$ cat src/rtl/debounce_pkg.sv
// Shared helpers for the debounce block: prescaler divisor, ms-to-tick
// conversion and counter widths. Optional hold/repeat logic: DEBOUNCE_HOLD_EN.
package debounce_pkg;

    // Clock cycles per 1 ms tick.
    function automatic int prescale_div(input int clk_hz);
        return clk_hz / 1000;
    endfunction

    // Filter/hold counters run on the 1 ms tick, so one tick per ms.
    function automatic int ms_to_ticks(input int ms);
        return ms;
    endfunction

    // Bits needed to hold values 0..max_val (at least one bit).
    function automatic int cnt_width(input int max_val);
        return (max_val < 1) ? 1 : $clog2(max_val + 1);
    endfunction

endpackage

$ cat src/rtl/debounce_channel.sv
// One debounce lane: 2-FF synchroniser, stable-time filter, edge pulses and,
// with DEBOUNCE_HOLD_EN defined, long-press / auto-repeat pulses.
module debounce_channel
    import debounce_pkg::*;
#(
    parameter int DEBOUNCE_MS = 10
`ifdef DEBOUNCE_HOLD_EN
    ,
    parameter int HOLD_MS     = 1000,
    parameter int REPEAT_MS   = 200
`endif
) (
    input  logic clk,
    input  logic rst_n,
    input  logic i_tick,
    input  logic i_noisy,
    output logic o_clean,
    output logic o_rise,
    output logic o_fall,
    output logic o_hold
);

    localparam int DB_TICKS = ms_to_ticks(DEBOUNCE_MS);
    localparam int CW       = cnt_width(DB_TICKS);

    logic          r_s1, r_s2, r_clean, r_rise, r_fall;
    logic [CW-1:0] r_cnt;
    logic          w_mismatch, w_flip, w_rise_nxt, w_fall_nxt;

    assign w_mismatch = (r_s2 != r_clean);
    assign w_flip     = w_mismatch && i_tick && (r_cnt == CW'(DB_TICKS - 1));
    assign w_rise_nxt = w_flip && !r_clean;
    assign w_fall_nxt = w_flip &&  r_clean;

    always_ff @(posedge clk or negedge rst_n) begin
        if (!rst_n) begin
            r_s1    <= 1'b0;
            r_s2    <= 1'b0;
            r_clean <= 1'b0;
            r_rise  <= 1'b0;
            r_fall  <= 1'b0;
            r_cnt   <= '0;
        end else begin
            r_s1   <= i_noisy;
            r_s2   <= r_s1;
            r_rise <= w_rise_nxt;
            r_fall <= w_fall_nxt;
            // Any agreement with the current level restarts the window.
            if (!w_mismatch) begin
                r_cnt <= '0;
            end else if (i_tick) begin
                if (w_flip) begin
                    r_clean <= r_s2;
                    r_cnt   <= '0;
                end else begin
                    r_cnt <= r_cnt + CW'(1);
                end
            end
        end
    end

    assign o_clean = r_clean;
    assign o_rise  = r_rise;
    assign o_fall  = r_fall;

`ifdef DEBOUNCE_HOLD_EN
    localparam int HOLD_T = ms_to_ticks(HOLD_MS);
    localparam int REP_T  = ms_to_ticks(REPEAT_MS);
    localparam int HW     = cnt_width((HOLD_T > REP_T) ? HOLD_T : REP_T);

    logic [HW-1:0] r_hcnt;
    logic          r_rep, r_hold;

    always_ff @(posedge clk or negedge rst_n) begin
        if (!rst_n) begin
            r_hcnt <= '0;
            r_rep  <= 1'b0;
            r_hold <= 1'b0;
        end else begin
            r_hold <= 1'b0;
            // A release in progress wins over a hold due in the same cycle.
            if (!r_clean || w_fall_nxt) begin
                r_hcnt <= '0;
                r_rep  <= 1'b0;
            end else if (i_tick) begin
                if (!r_rep) begin
                    if (r_hcnt == HW'(HOLD_T - 1)) begin
                        r_hold <= 1'b1;
                        r_hcnt <= '0;
                        r_rep  <= 1'b1;
                    end else begin
                        r_hcnt <= r_hcnt + HW'(1);
                    end
                end else if (REP_T > 0) begin
                    if (r_hcnt == HW'(REP_T - 1)) begin
                        r_hold <= 1'b1;
                        r_hcnt <= '0;
                    end else begin
                        r_hcnt <= r_hcnt + HW'(1);
                    end
                end
            end
        end
    end

    assign o_hold = r_hold;
`else
    assign o_hold = 1'b0;
`endif

endmodule

$ cat src/rtl/debounce_array.sv
// N_CH-channel front-panel debouncer sharing one 1 ms tick prescaler.
// Long-press / auto-repeat pulses are built only with DEBOUNCE_HOLD_EN defined.
module debounce_array
    import debounce_pkg::*;
#(
    parameter int CLK_HZ      = 50_000_000,
    parameter int DEBOUNCE_MS = 10,
    parameter int N_CH        = 4,
    parameter int HOLD_MS     = 1000,
    parameter int REPEAT_MS   = 200
) (
    input  logic            clk,
    input  logic            rst_n,
    input  logic [N_CH-1:0] noisy,
    output logic [N_CH-1:0] clean,
    output logic [N_CH-1:0] rise,
    output logic [N_CH-1:0] fall,
    output logic [N_CH-1:0] hold
);

    localparam int DIV = prescale_div(CLK_HZ);
    localparam int PW  = cnt_width(DIV - 1);

    if (CLK_HZ % 1000 != 0 || CLK_HZ < 1000) begin : g_bad_clk
        $error("debounce_array: CLK_HZ must be a multiple of 1000 and >= 1000");
    end
    if (DEBOUNCE_MS < 1) begin : g_bad_db
        $error("debounce_array: DEBOUNCE_MS must be >= 1");
    end
    if (N_CH < 1 || HOLD_MS < 1 || REPEAT_MS < 0) begin : g_bad_cfg
        $error("debounce_array: N_CH/HOLD_MS must be >= 1, REPEAT_MS >= 0");
    end

    logic [PW-1:0] r_pcnt;
    logic          w_tick;

    assign w_tick = (r_pcnt == PW'(DIV - 1));

    always_ff @(posedge clk or negedge rst_n) begin
        if (!rst_n)      r_pcnt <= '0;
        else if (w_tick) r_pcnt <= '0;
        else             r_pcnt <= r_pcnt + PW'(1);
    end

    for (genvar i = 0; i < N_CH; i++) begin : g_ch
        debounce_channel #(
            .DEBOUNCE_MS (DEBOUNCE_MS)
`ifdef DEBOUNCE_HOLD_EN
            ,
            .HOLD_MS     (HOLD_MS),
            .REPEAT_MS   (REPEAT_MS)
`endif
        ) u_ch (
            .clk     (clk),
            .rst_n   (rst_n),
            .i_tick  (w_tick),
            .i_noisy (noisy[i]),
            .o_clean (clean[i]),
            .o_rise  (rise[i]),
            .o_fall  (fall[i]),
            .o_hold  (hold[i])
        );
    end

endmodule
$ cat config.mk
export PLATFORM = sky130hd
export DESIGN_NAME = debounce_array
export DESIGN_NICKNAME = d
export VERILOG_FILES = /design/src/rtl/debounce_pkg.sv /design/src/rtl/debounce_channel.sv /design/src/rtl/debounce_array.sv
export SDC_FILE = /design/constraint.sdc
export NUM_CORES = 1
export LEC_CHECK = 0
export BUFFER_PORTS_ARGS = -buffer_cell sky130_fd_sc_hd__buf_2
export CORE_MARGIN = 10
export CORE_UTILIZATION = 28
export DETAILED_ROUTE_END_ITERATION = 6
export PLACE_DENSITY_LB_ADDON = 0.15
export SYNTH_ARGS = -nofsm -noshare
export SYNTH_HDL_FRONTEND = slang
export SYNTH_SLANG_ARGS = --single-unit
$ cat constraint.sdc
create_clock -name clk -period 2.3 [get_ports clk]
set_clock_uncertainty 0.05 [all_clocks]
set_input_delay 0.69 -clock clk [delete_from_list [all_inputs] [get_ports clk]]
set_output_delay 0.69 -clock clk [all_outputs]
set_load 0.005 [all_outputs]
==> metrics.txt, run 1 <==
status finished clean; Layout Nets between 200 and 250; hold path depth 0; sequential share of the synthesized area 53.4%; pwr/cell area 623 nW/um^2; Crit Reg-Reg Endpoint g_ch[3].u_ch.r_cnt[3]; total placed cells including tap cells between 300 and 400; gr ovfl total 0; layout cells sized above 1 between 15 and 20%; Via density approximately 4.5; Async SR Flop Fraction 100%; leakage 1.21 nW; critical path required time 2470 ps; Post-CTS Resized 0; post-layout min period ~1900 ps; CP Cell Sequence ha_1 > and3_1 > nand4_2 > buf_4 > or4b_1 > a31oi_1; critical path class flop to flop; H-Tree Depth 2; Final ANT Viol Nets 0; WP buf/inv 1; antenna violations before repair 0; largest net degree at the start of global routing 53; count of different cell masters after synthesis 33; Avg WL per Cell 12.2 um; half-perimeter wire length after placement 2850 um; clock sinks 52; Syn Inst Count 222; FF-to-FF path depth 6; WL final 4130 um; Total GRT Usage 6.83%; HP Class flop to flop; R2R Path Start r_pcnt[0]; most frequent cells in the layout 52 x dfrtp_1, 21 x nand2_1, 17 x buf_2; # fillers just under 900; hold path endpoint g_ch[2].u_ch.r_s2; CTS tree built; EDFF count, synth 0; Die Wd 113 um; quantity of hold-fixing buffers added after cts 0; worst vdd ir between 200 and 250 uV; initial drt markers 50; Worst setup EP type flop; final setup violation count 0; critical path's largest stage delay 490 ps; die area 12800 sq um; setup slack after layout 385 ps; Root Driver clkbuf_8; core area 8340 sq um; max-cap violations 0; Post-CTS Setup Bufs 0; family with the most delay on the worst path simple AND/OR/NAND/NOR gates; R2R setup slack about 380 ps; Worst Setup Start Kind flop; final hold violation count 0; final cell count without fillers between 300 and 400; CP Data Arrival Time 2090 ps; Remaining DRCs 0; Max Fclk 0.522 GHz; total CTS buffers 5; Top Ports 22; Bufs on Longest Clock Path 2; synthesized area 2430 sq um; clock slew at reported path FFs ~90 ps; RSZ-0062 raised after global routing no; first-pass GRT wire length 7330 um; Inserted Diodes 0; setup TNS 0 ps; Main synth FF type dfrtp_1; slowest stage cell, crit path or4b_1; Yosys reg bits 52; effective utilization at floorplan between 20% and 30%; Final Wtd Congestion 0.727; Clock Latency Late Sink 300 ps; Hold Path Origin g_ch[2].u_ch.r_s1; Period Utilization, post-route a little over four fifths; Port Buffers 17; Max Fanout on Critical Path 14; number of global-route vias before repair 1594; max-slew violations 0; vias ~1500; num rows 33; P&R area growth vs syn 10.9%; mean post-synth cell area 11.0 sq um; drt first pass iters 4; dpl ws 390 ps; most common cell after layout, fill and taps aside dfrtp_1; DIE HEIGHT about 110 um; yosys warns 0
flip-flops by register name (all words and copies together), names as in the netlist:
signal / cells
g_ch.u_ch.r_s2: 4
g_ch.u_ch.o_clean: 4
g_ch.u_ch.r_cnt: 16
g_ch.u_ch.o_fall: 4
r_pcnt: 16
g_ch.u_ch.r_s1: 4
g_ch.u_ch.o_rise: 4
power by group:
part	internal [mW]	total (mW)	switching, mW	leakage, nW
clock	0.428	0.722	0.294	0.0642
combinational	0.00982	0.0354	0.0256	0.454
sequential	0.920	0.925	0.00480	0.694
total	1.36	1.68	0.324	1.21
cell usage after synthesis (all sizes together) (2+ instances only):
| library cell | number | share of area [%] |
|---|---|---|
| and4bb | 2 | 1.0 |
| nand4 | 5 | 1.5 |
| buf | 19 | 5.5 |
| a21oi | 15 | 3.1 |
| and2 | 2 | 0.51 |
| mux2 | 4 | 1.8 |
| and3 | 4 | 1.0 |
| mux2i | 2 | 0.82 |
| ha | 9 | 4.6 |
| o21ai | 8 | 1.6 |
| xor2 | 6 | 2.2 |
| or3 | 11 | 2.8 |
| or4 | 3 | 0.92 |
| and3b | 3 | 1.1 |
| nor2 | 9 | 1.4 |
| inv | 8 | 1.2 |
| and4 | 2 | 0.72 |
| nor3b | 8 | 2.5 |
| xnor2 | 10 | 3.6 |
| nor2b | 3 | 0.77 |
| nand2 | 21 | 3.2 |
| dfrtp | 52 | 53 |
| nand3 | 8 | 1.6 |
how the worst max path moves through the flow:
stage               cells past startpoint  slack [ps]                     to  startpoint
floorplan                               6         600   g_ch[0].u_ch.o_clean   r_pcnt[0]
global placement                        6         440  g_ch[3].u_ch.r_cnt[3]   r_pcnt[0]
detailed placement                      6         390  g_ch[3].u_ch.r_cnt[3]   r_pcnt[0]
CTS                                     6         380  g_ch[3].u_ch.r_cnt[3]   r_pcnt[0]
global route                            6         190  g_ch[3].u_ch.r_cnt[3]   r_pcnt[0]
finish                                  6         380  g_ch[3].u_ch.r_cnt[3]   r_pcnt[0]
logic make-up (layout without fill, tap and decap cells):
| group | count (synthesis) | count (layout) | share of synthesized area (%) |
|---|---|---|---|
| flops | 52 | 52 | 53.4 |
| simple gates | 86 | 86 | 21.4 |
| fa+ha+maj | 9 | 9 | 4.62 |
| mux | 6 | 6 | 2.67 |
| other cells | 1 | 4 | 0.154 |
| buf+inv | 28 | 37 | 6.99 |
| xor+xnor | 16 | 16 | 5.76 |
| compound gates | 24 | 24 | 4.98 |
final cells by class:
class                      instances  area, sq um  area share [%]
clock inverter                     2         60.1            2.22
clock buffer                       5         68.8            2.55
inverter                           8         30.0            1.11
timing repair buffer              22          135            5.00
sequential                        52         1300            48.2
multi-input combinational        145          975            36.1
tap                              105          131            4.86
layer usage:
metal	routed length (um)	GRT usage, %
met2	1730	10.6
met3	277	3.12
met5	0	0
met1	2080	8.22
met4	46	2.28
metrics by stage:
step	area (sq um)	util [%]	total power, mW	hold slack, ps
floorplan	2450	-	0.955	281
global placement	2570	30.8	0.981	286
detailed placement	2570	30.8	0.981	288
CTS	2700	32.4	1.72	309
global route	2700	32.4	1.76	318
finish	2700	32.4	1.68	304
No activity file was read; power rests on OpenSTA's default activity.
==> run 2, diff against run 1 <==
clock period = 1.55 ns   (was 2.3 ns; I/O delays follow)
==> metrics.txt, run 2 (synthesized netlist as in run 1, its figures left out) <==
Worst setup EP type flop; clock slew at reported path FFs 90 ps (about the same); slowest stage cell, crit path or4b_1; max_slew headroom 61.7%; most common cell after layout, fill and taps aside dfrtp_1; WL final 4730 um (+14%); Final Cell Area 3100 sq um (+15%); effective utilization at floorplan 29.2% (unchanged); status finished with violations; Die Wd 113 um (unchanged); number of global-route vias before repair 1757 (+10%); Via density 4.49 (-0.27%); most frequent cells in the layout 51 x dfrtp_1, 30 x buf_4, 17 x nand2_1, 17 x buf_2, 10 x xnor2_1; vias 1669 (+9.4%); total placed cells including tap cells 356 (+7.2%); largest net degree at the start of global routing 53 (unchanged); P&R area growth vs syn 27.3%; final hold violation count 0 (unchanged); layout cells sized above 1 37.5% (+22 points); multi-input gate area in the final layout 1130 sq um (+16%); critical path required time 1720 ps (-750 ps); final setup violation count 28 (+28); failing checks negative setup slack; Top Ports 22 (unchanged); Sequential Area 1300 sq um (about the same); pwr/cell area 720 nW/um^2 (+16%); Layout Utilization 37.2% (+4.8 points); Period Utilization, post-route 119% (+35 points); worst vdd ir 369 uV (+65%); Layout Nets 281 (+13%); Final Wtd Congestion 0.711 (-2.3%); RSZ-0062 raised after global routing yes; drt first pass iters 4 (unchanged); post-layout min period 1840 ps (-77.9 ps); gr ovfl total 0 (unchanged); max-slew violations 0 (unchanged); Placed Instance Area 2810 sq um (+9.0%); Worst Setup Start Kind flop; top flop regs g_ch.u_ch.r_cnt (16), r_pcnt (16); first-pass GRT wire length 8230 um (+12%); max-cap violations 0 (unchanged); CTS tree built; Max Fclk 0.544 GHz (+4.2%); R2R setup slack -290 ps (-670 ps); Max Fanout on Critical Path 11 (-3); Total GRT Usage 7.72% (+0.89 points); clock sinks 52 (unchanged); final cell count without fillers 372 (+9.7%); DIE HEIGHT 113 um (unchanged); Bufs on Longest Clock Path 2 (unchanged); Root Driver clkbuf_8; Final ANT Viol Nets 0 (unchanged); critical path's largest stage delay 460 ps (-30 ps); initial drt markers 43 (-14%); total CTS buffers 5 (unchanged); die area 12800 sq um (unchanged); antenna violations before repair 0 (unchanged); setup slack after layout -287 ps (-672 ps); # fillers 829 (-4.5%); Inserted Diodes 0 (unchanged); H-Tree Depth 2 (unchanged); core area 8340 sq um (unchanged); Avg WL per Cell 12.7 um (+4.3%); CP Cell Sequence nor4b_4 > nand4_4 > buf_12 > or4b_1 > a31oi_1; quantity of hold-fixing buffers added after cts 0 (unchanged); Clock Latency Late Sink 300 ps (about the same); num rows 33 (unchanged); leakage 1.45 nW (+20%); CP Data Arrival Time 2010 ps (-80 ps); setup TNS -5260 ps (-5260 ps); Worst Tran Pin Value 570 ps; Remaining DRCs 0 (unchanged); Port Buffers 17 (unchanged); critical path class flop to flop; HP Class input port to asynchronous set/reset pin; total power 2.23 mW (+33%); half-perimeter wire length after placement 3170 um (+11%)
==> run 2: metrics by stage <==
step / setup WS [ps] / hold WS (ps)
after floorplan: -78.2 / 119
after global placement: -252 / 286
after detailed placement: -295 / 285
after CTS: -288 / 91.3
after global routing: -398 / 100
final: -287 / 89.4
==> run 2: final cells by class <==
| cell class | count | share of cell area, % |
|---|---|---|
| timing repair buffer | 54 | 13.2 |
| sequential | 52 | 42.0 |
| clock buffer | 8 | 2.91 |
| tap | 105 | 4.24 |
| inverter | 8 | 0.969 |
| multi-input combinational | 145 | 36.6 |
==> run 2: final timing paths <==
| check | from | end | cells past startpoint |
|---|---|---|---|
| max in group asynchronous | rst_n | r_pcnt[7] | 2 |
| min reg2reg | g_ch[2].u_ch.r_s1 | g_ch[2].u_ch.r_s2 | 0 |
| max | r_pcnt[10] | g_ch[3].u_ch.r_cnt[3] | 5 |
| min in group clk | noisy[0] | g_ch[0].u_ch.r_s1 | 1 |
| max reg2reg | r_pcnt[10] | g_ch[3].u_ch.r_cnt[3] | 5 |
| min | rst_n | r_pcnt[2] | 2 |
==> run 2: worst max-delay path, delay by kind of cell (launching register included) <==
family | cells | cell delay, ps
DFF | 1 | 410
buffers and inverters | 1 | 170
AOI/OAI and AO/OA | 1 | 180
and+or+nand+nor | 3 | 950
==> run 2: where the power goes <==
part	switching [mW]	internal (mW)	leakage (nW)
sequential	0.00788	1.37	0.692
clock	0.437	0.366	0.0455
combinational	0.0400	0.0150	0.715
total	0.485	1.75	1.45
==> run 2: routing by layer <==
metal	GRT usage, %	share of wire (%)	up-vias
met4	3.05	1.2	0
met3	2.69	5.0	7
met2	11.9	45	25
met1	9.60	49	807
li1	-	-	830
met5	0	0	-
==> run 2: repair_timing <==
action / 4_1_cts / 5_1_grt
setup buffers: 6 / 3
resized for setup: 8 / 32
gates cloned: 1 / 0
pin swaps: 3 / 8
setup endpoints to repair: 28 / 34
